### config.mk
export PLATFORM = sky130hd
export DESIGN_NAME = regfile_wb
export DESIGN_NICKNAME = d
export VERILOG_FILES = /design/src/rtl/regfile_wb.sv
export SDC_FILE = /design/constraint.sdc
export NUM_CORES = 1
export LEC_CHECK = 0
export CAP_MARGIN = 20
export CORE_ASPECT_RATIO = 1.75
export CORE_MARGIN = 8
export CORE_UTILIZATION = 47
export DETAILED_ROUTE_END_ITERATION = 6
export PLACE_DENSITY = 0.77
export SYNTH_ARGS = -nofsm -noshare
export SYNTH_HDL_FRONTEND = slang
export SYNTH_SLANG_ARGS = --single-unit
### constraint.sdc
create_clock -name Clock -period 1.7 [get_ports Clock]
set_clock_uncertainty 0.2 [all_clocks]
set_input_delay 0.34 -clock Clock [delete_from_list [all_inputs] [get_ports Clock]]
set_output_delay 0.34 -clock Clock [all_outputs]
set_load 0.005 [all_outputs]
### src/rtl/regfile_wb.sv
// rtl/regfile_wb.sv - register file with combinational read ports and a debug dump FSM
// Build option: define REGFILE_BYPASS_EN for write-through forwarding on the read ports.
module regfile_wb #(
    parameter int NREG = 4,
    parameter int AW   = 2,
    parameter int DW   = 16
) (
    input  logic          Clock,
    input  logic          Reset,
    input  logic          RegWrite,
    input  logic [AW-1:0] WriteAddr,
    input  logic [DW-1:0] WriteData,
    input  logic [AW-1:0] ReadAddr1,
    input  logic [AW-1:0] ReadAddr2,
    output logic [DW-1:0] ReadData1,
    output logic [DW-1:0] ReadData2,
    input  logic          DumpStart,
    output logic          DumpValid,
    output logic [AW-1:0] DumpIdx,
    output logic [DW-1:0] DumpData,
    output logic          DumpDone,
    output logic          DumpBusy
);

    typedef enum logic [1:0] {
        IDLE = 2'd0,
        DUMP = 2'd1,
        DONE = 2'd2
    } state_t;

    localparam logic [AW-1:0] LAST = AW'(NREG - 1);

    logic [DW-1:0] regs [NREG];
    state_t        state;
    logic [AW-1:0] cnt;
    logic          wr_en;

    assign wr_en = RegWrite && (WriteAddr != '0);

    // R0 is never written, so it holds its reset value of zero.
    always_ff @(posedge Clock) begin
        if (Reset) begin
            for (int i = 0; i < NREG; i++) begin
                regs[i] <= '0;
            end
        end else if (wr_en) begin
            regs[WriteAddr] <= WriteData;
        end
    end

    function automatic logic [DW-1:0] read_port(input logic [AW-1:0] addr);
        logic [DW-1:0] val;
        val = '0;
        if (addr != '0) begin
            val = regs[addr];
        end
`ifdef REGFILE_BYPASS_EN
        if (wr_en && (addr == WriteAddr)) begin
            val = WriteData;
        end
`endif
        return val;
    endfunction

    always_comb begin
        ReadData1 = read_port(ReadAddr1);
        ReadData2 = read_port(ReadAddr2);
    end

    // Dump words sample regs before any write landing on the same edge.
    always_ff @(posedge Clock) begin
        if (Reset) begin
            state     <= IDLE;
            cnt       <= '0;
            DumpValid <= 1'b0;
            DumpIdx   <= '0;
            DumpData  <= '0;
            DumpDone  <= 1'b0;
        end else begin
            case (state)
                IDLE: begin
                    DumpValid <= 1'b0;
                    DumpDone  <= 1'b0;
                    cnt       <= '0;
                    if (DumpStart) begin
                        state <= DUMP;
                    end
                end
                DUMP: begin
                    DumpValid <= 1'b1;
                    DumpIdx   <= cnt;
                    DumpData  <= regs[cnt];
                    if (cnt == LAST) begin
                        state <= DONE;
                    end else begin
                        cnt <= cnt + 1'b1;
                    end
                end
                DONE: begin
                    DumpValid <= 1'b0;
                    DumpDone  <= 1'b1;
                    state     <= IDLE;
                end
                default: begin
                    state <= IDLE;
                end
            endcase
        end
    end

    assign DumpBusy = (state != IDLE);

endmodule

### After elaboration in Yosys (flattened, before gate mapping)

Memories as Yosys holds them, arrays and structs flattened. A register that Yosys moved wholly into a read port is not among the register bits.
Index checks and enable logic that the tools add are counted.

* add/subtract/negate cells: 1
* $mul: 0
* div/mod/pow operators: 0
* magnitude comparators: 0
* eq/ne operators: 6
* shift-type cells: 0
* mux-type cells: 17
* bitwise operators: 0
* reduce and logical (&&, ||, !) cells: 13

Operators with widths (number)
* $mux 16: 3
* $reduce_or 16->1: 1
* $reduce_bool 2->1: 7
* $mux 2: 4
* $pmux 2 s2: 2
* $mux 1: 6
* $ne 2x2->1 const B: 3
* $eq 2x2->1 const B: 2
* $pmux 1 s2: 2
* $reduce_and 2->1: 2
* $add 2x1->2 const B: 1
* $eq 2x1->1 const B: 1
* $logic_not 2->1: 1
* $reduce_or 2->1: 1
* $logic_and 1x1->1: 1

* register bits: 8
* latch bits: 0
* bits in writable memories: 64
* bits in read-only memories: 0
* output and inout port bits: 53
* word-level logic and storage cells: 43
* memories kept: 1

Memory list
* regs: depth 4, bits a word 16, read ports 3, clocked after Yosys merged registers in 1, write ports 4, RTL line 33 `logic [DW-1:0] regs [NREG];`

### Logic depth before layout (Yosys ltp)

* depth in word-level cells: 7
* gate-level depth with buffers: 6
* depth with buffers taken out: 4

### Worst setup path before layout

Ideal clock, no wire load.

* path type: input to output
* start point: in ReadAddr1[1]
* end point: out ReadData1[0]
* data arrival time: 1255 ps
* required time: 1160 ps
* setup slack: -95 ps
* stages: 4
* cells stage by stage: buf_2 > buf_2 > mux2_2 > a22o_1

* cells in the longest elaborated chain, start to end: 2

RTL lines
* start: declaration: RTL line 13 `input logic [AW-1:0] ReadAddr1,`
* $mem_v2 4x16 or $reduce_bool 2->1 (tied branches)
* $mux 16 (*): RTL line 54 `if (addr != '0) begin`
* end: declaration: RTL line 15 `output logic [DW-1:0] ReadData1,`

Mark *: on every way between the ends. The rest lies on a longest branch, timed or not.

==> impl_metrics.py <==
metrics = {
    "outcome": {
        "outcome": "finished with violations",
        "violations": "negative setup slack",
    },
    "clocking": {
        "htree_levels": 3,
        "path_clk_slew_ns": 0.06,
        "root_buffer": "clkbuf_16",
        "clk_path_buf_depth": 2,
        "cts_tree": "built",
        "cts_buffers": 9,
        "clkLatencyLatePin_ns": 0.33,
        "clock_sink_count": 88,
    },
    "pwr": {
        "power.total_mw": 5.65,
        "ir_worst_vdd_mv": 0.646,
        "p_leak_nw": 2.68,
        "power_density_nw_per_um2": 926,
    },
    "setup_path": {
        "critPathLaunchType": "flop",
        "crit_type": "reg -> out",
        "crit_required_ns": 1.16,
        "worstPathArrival_ns": 1.49,
        "crit_path_max_fanout": 2,
        "critPathCaptureType": "output port",
    },
    "synth": {
        "seq_area_frac_synth_pct": 55.4,
        "synth_area_um2": 4340,
        "ys_seq_elements": 88,
        "syn_avg_cell_area_um2": 14.0,
        "netlist_instances": 310,
        "yosysWarnings": 0,
        "synth_cell_type_count": 33,
    },
    "timing": {
        "finalSetupViolations": 32,
        "drv_slew": 0,
        "grt_setup_unrepaired": "true",
        "min_period_ns": 2.03,
        "hold_viol_final": 0,
        "fin_crit_sh_pct": 119,
        "finalSetupTns_ns": -7.10,
        "post-route-worst-setup-slack_ns": -0.329,
        "clock.fmax_ghz": 0.493,
    },
    "placement": {
        "dpl.hpwl_mm": 7.70,
        "gp_congestion": 0.850,
        "io_buffer_count": 78,
    },
    "detailed_routing": {
        "vias": 3171,
        "drt-total-wl_mm": 12.5,
        "drt-vias-per-instance": 5.52,
        "avgRoutedWirePerCell_um": 21.8,
        "drc": 0,
        "initialDrtViolationCount": 292,
        "antenna_left": 0,
        "first_pass_iters": 4,
    },
    "cells_and_area": {
        "drive_gt1_share_pct": 36.6,
        "seq_area_um2": 2410,
        "diodes": 0,
        "fin_util_pct": 67.5,
        "areaGrowthSynthToFinish_pct": 40.5,
        "fill_cells": 654,
        "fin_nets": 476,
        "multi_input_area_um2": 1950,
    },
    "floorplan": {
        "die_w_um": 88.6,
        "floorplan.initialDensity_pct": 48.0,
        "rows": 46,
        "core_um2": 9040,
        "ios": 79,
        "design.die.area_um2": 12700,
        "die-height_um": 143,
    },
    "grt": {
        "grt_pass1_vias": 3310,
        "grt_remaining_overflow": 0,
        "antenna_found_initial": 0,
        "groute.usage.overall_pct": 20.1,
        "grt_max_degree": 33,
        "grt_first_pass_wirelength_mm": 18.5,
    },
    "min_path": {
        "hp-class": "in -> reg",
    },
    "job": {
        "max_cap_violations": 0,
    },
}
[registers in the layout, summed over array words and instances (netlist names)]
signal	flops
cnt	2
DumpIdx	2
state	2
DumpValid	1
DumpData	16
regs	64
DumpDone	1
[layer usage]
layer | GRT usage (%) | routed length, um | vias to the layer above
met1 | 20.8 | 4270 | 1592
met3 | 2.25 | 673 | 22
met4 | 12.4 | 360 | 0
li1 | - | - | 1430
met5 | 0 | 0 | -
met2 | 36.7 | 7210 | 127
[layout make-up]
cell class / instances / share of cell area [%]
clock buffers: 15 / 4.91
clock inverters: 1 / 0.493
inverters: 1 / 0.0616
multi-input cells: 212 / 32.1
flip-flops and latches: 88 / 39.5
well taps: 120 / 2.46
repair buffers: 137 / 20.5
[cell families after synthesis]
logic type,synth area share [%]
adders and majority gates,0.288
DFF,55.4
AOI/OAI and AO/OA,7.15
and+or+nand+nor,11.7
buffers and inverters,3.43
muxes,22.0
other,0.0864
[what timing repair did]
| item | in CTS | in global routing |
|---|---|---|
| endpoints found under the setup margin | 85 | 42 |
| resized for setup | 202 | 22 |
| pin swaps | 15 | 10 |
| cloned | 3 | 1 |
| buffers inserted | 25 | 3 |
| endpoints found under the hold margin | 0 | 0 |
| hold buffers | 0 | 0 |
[critical path, cell delays in order (launching register included)]
cell,delay [ns]
edfxtp_1,0.43
buf_6,0.15
mux2_4,0.25
a22o_1,0.20
buf_2,0.12
[worst paths after layout]
path	from	end	slack, ns	cells past startpoint
worst max register to register	regs[1][0]	DumpData[0]	0.04	5
worst min-delay path	Reset	DumpData[3]	0.20	3
worst max-delay path	regs[3][13]	ReadData2[13]	-0.33	4
worst min register to register	DumpData[12]	DumpData[12]	0.29	2
[cell usage in the layout, fill, tap and decap left out, types with 3 or more instances in the layout]
master           netlist  routed
buf_4                  1      33
mux2_2                32      13
edfxtp_1              64      64
a22o_1                30      30
and2_1                48      48
mux4_2                 7       9
clkbuf_16              0      11
nand2_1                5       3
buf_12                 1       9
buf_2                  8      33
dfxtp_1               24      21
buf_6                  2      16
mux2_4                 0      19
mux4_1                 9       7
clkbuf_8               1       3
conb_1                 1      16
mux2i_1               20      20
dlygate4sd2_1          0      23
nor2_1                24      23
clkdlybuf4s50_1        0      18
[through the flow]
stage,hold slack (ns),std cells,area [um^2],setup slack [ns]
after global routing,0.221,574,6100,-0.374
after detailed placement,0.289,527,5480,-0.959
after CTS,0.198,571,6000,-0.319
after floorplan,0.288,325,4420,0.0224
after global placement,0.276,527,5480,-0.933
final,0.202,574,6100,-0.329
[synth_stat cells]
| library cell | n | share of area, % |
|---|---|---|
| buf_2 | 8 | 0.92 |
| nand2_1 | 5 | 0.43 |
| o21bai_1 | 1 | 0.17 |
| a31o_2 | 1 | 0.20 |
| mux2i_1 | 20 | 4.6 |
| mux2_2 | 32 | 8.3 |
| buf_4 | 1 | 0.17 |
| clkbuf_1 | 10 | 0.87 |
| nor3b_1 | 1 | 0.17 |
| mux4_1 | 9 | 5.5 |
| nor3_1 | 2 | 0.23 |
| ha_1 | 1 | 0.29 |
| nor4bb_1 | 1 | 0.23 |
| inv_1 | 1 | 0.086 |
| nor3b_2 | 2 | 0.58 |
| buf_6 | 2 | 0.52 |
| a21oi_1 | 1 | 0.12 |
| buf_1 | 1 | 0.086 |
| nor2_1 | 24 | 2.1 |
| nand2b_1 | 2 | 0.29 |
| edfxtp_1 | 64 | 44 |
| or2_2 | 2 | 0.29 |
| conb_1 | 1 | 0.086 |
| nor2b_1 | 3 | 0.43 |
| a21o_1 | 1 | 0.17 |
| and2_1 | 48 | 6.9 |
| a22o_1 | 30 | 6.1 |
| mux4_2 | 7 | 3.6 |
| buf_12 | 1 | 0.46 |
| a32oi_1 | 1 | 0.20 |
| dfxtp_1 | 24 | 11 |
| clkbuf_8 | 1 | 0.32 |
| o21ai_0 | 2 | 0.23 |
[report_power, final]
| group | switching [mW] | leakage (nW) | total, mW | internal (mW) |
|---|---|---|---|---|
| Sequential | 0.100 | 0.824 | 2.57 | 2.47 |
| Combinational | 0.402 | 1.69 | 0.960 | 0.559 |
| Clock | 0.767 | 0.161 | 2.12 | 1.35 |
| Total | 1.27 | 2.68 | 5.65 | 4.38 |
Note: power is estimated with default switching activity, not from simulation.
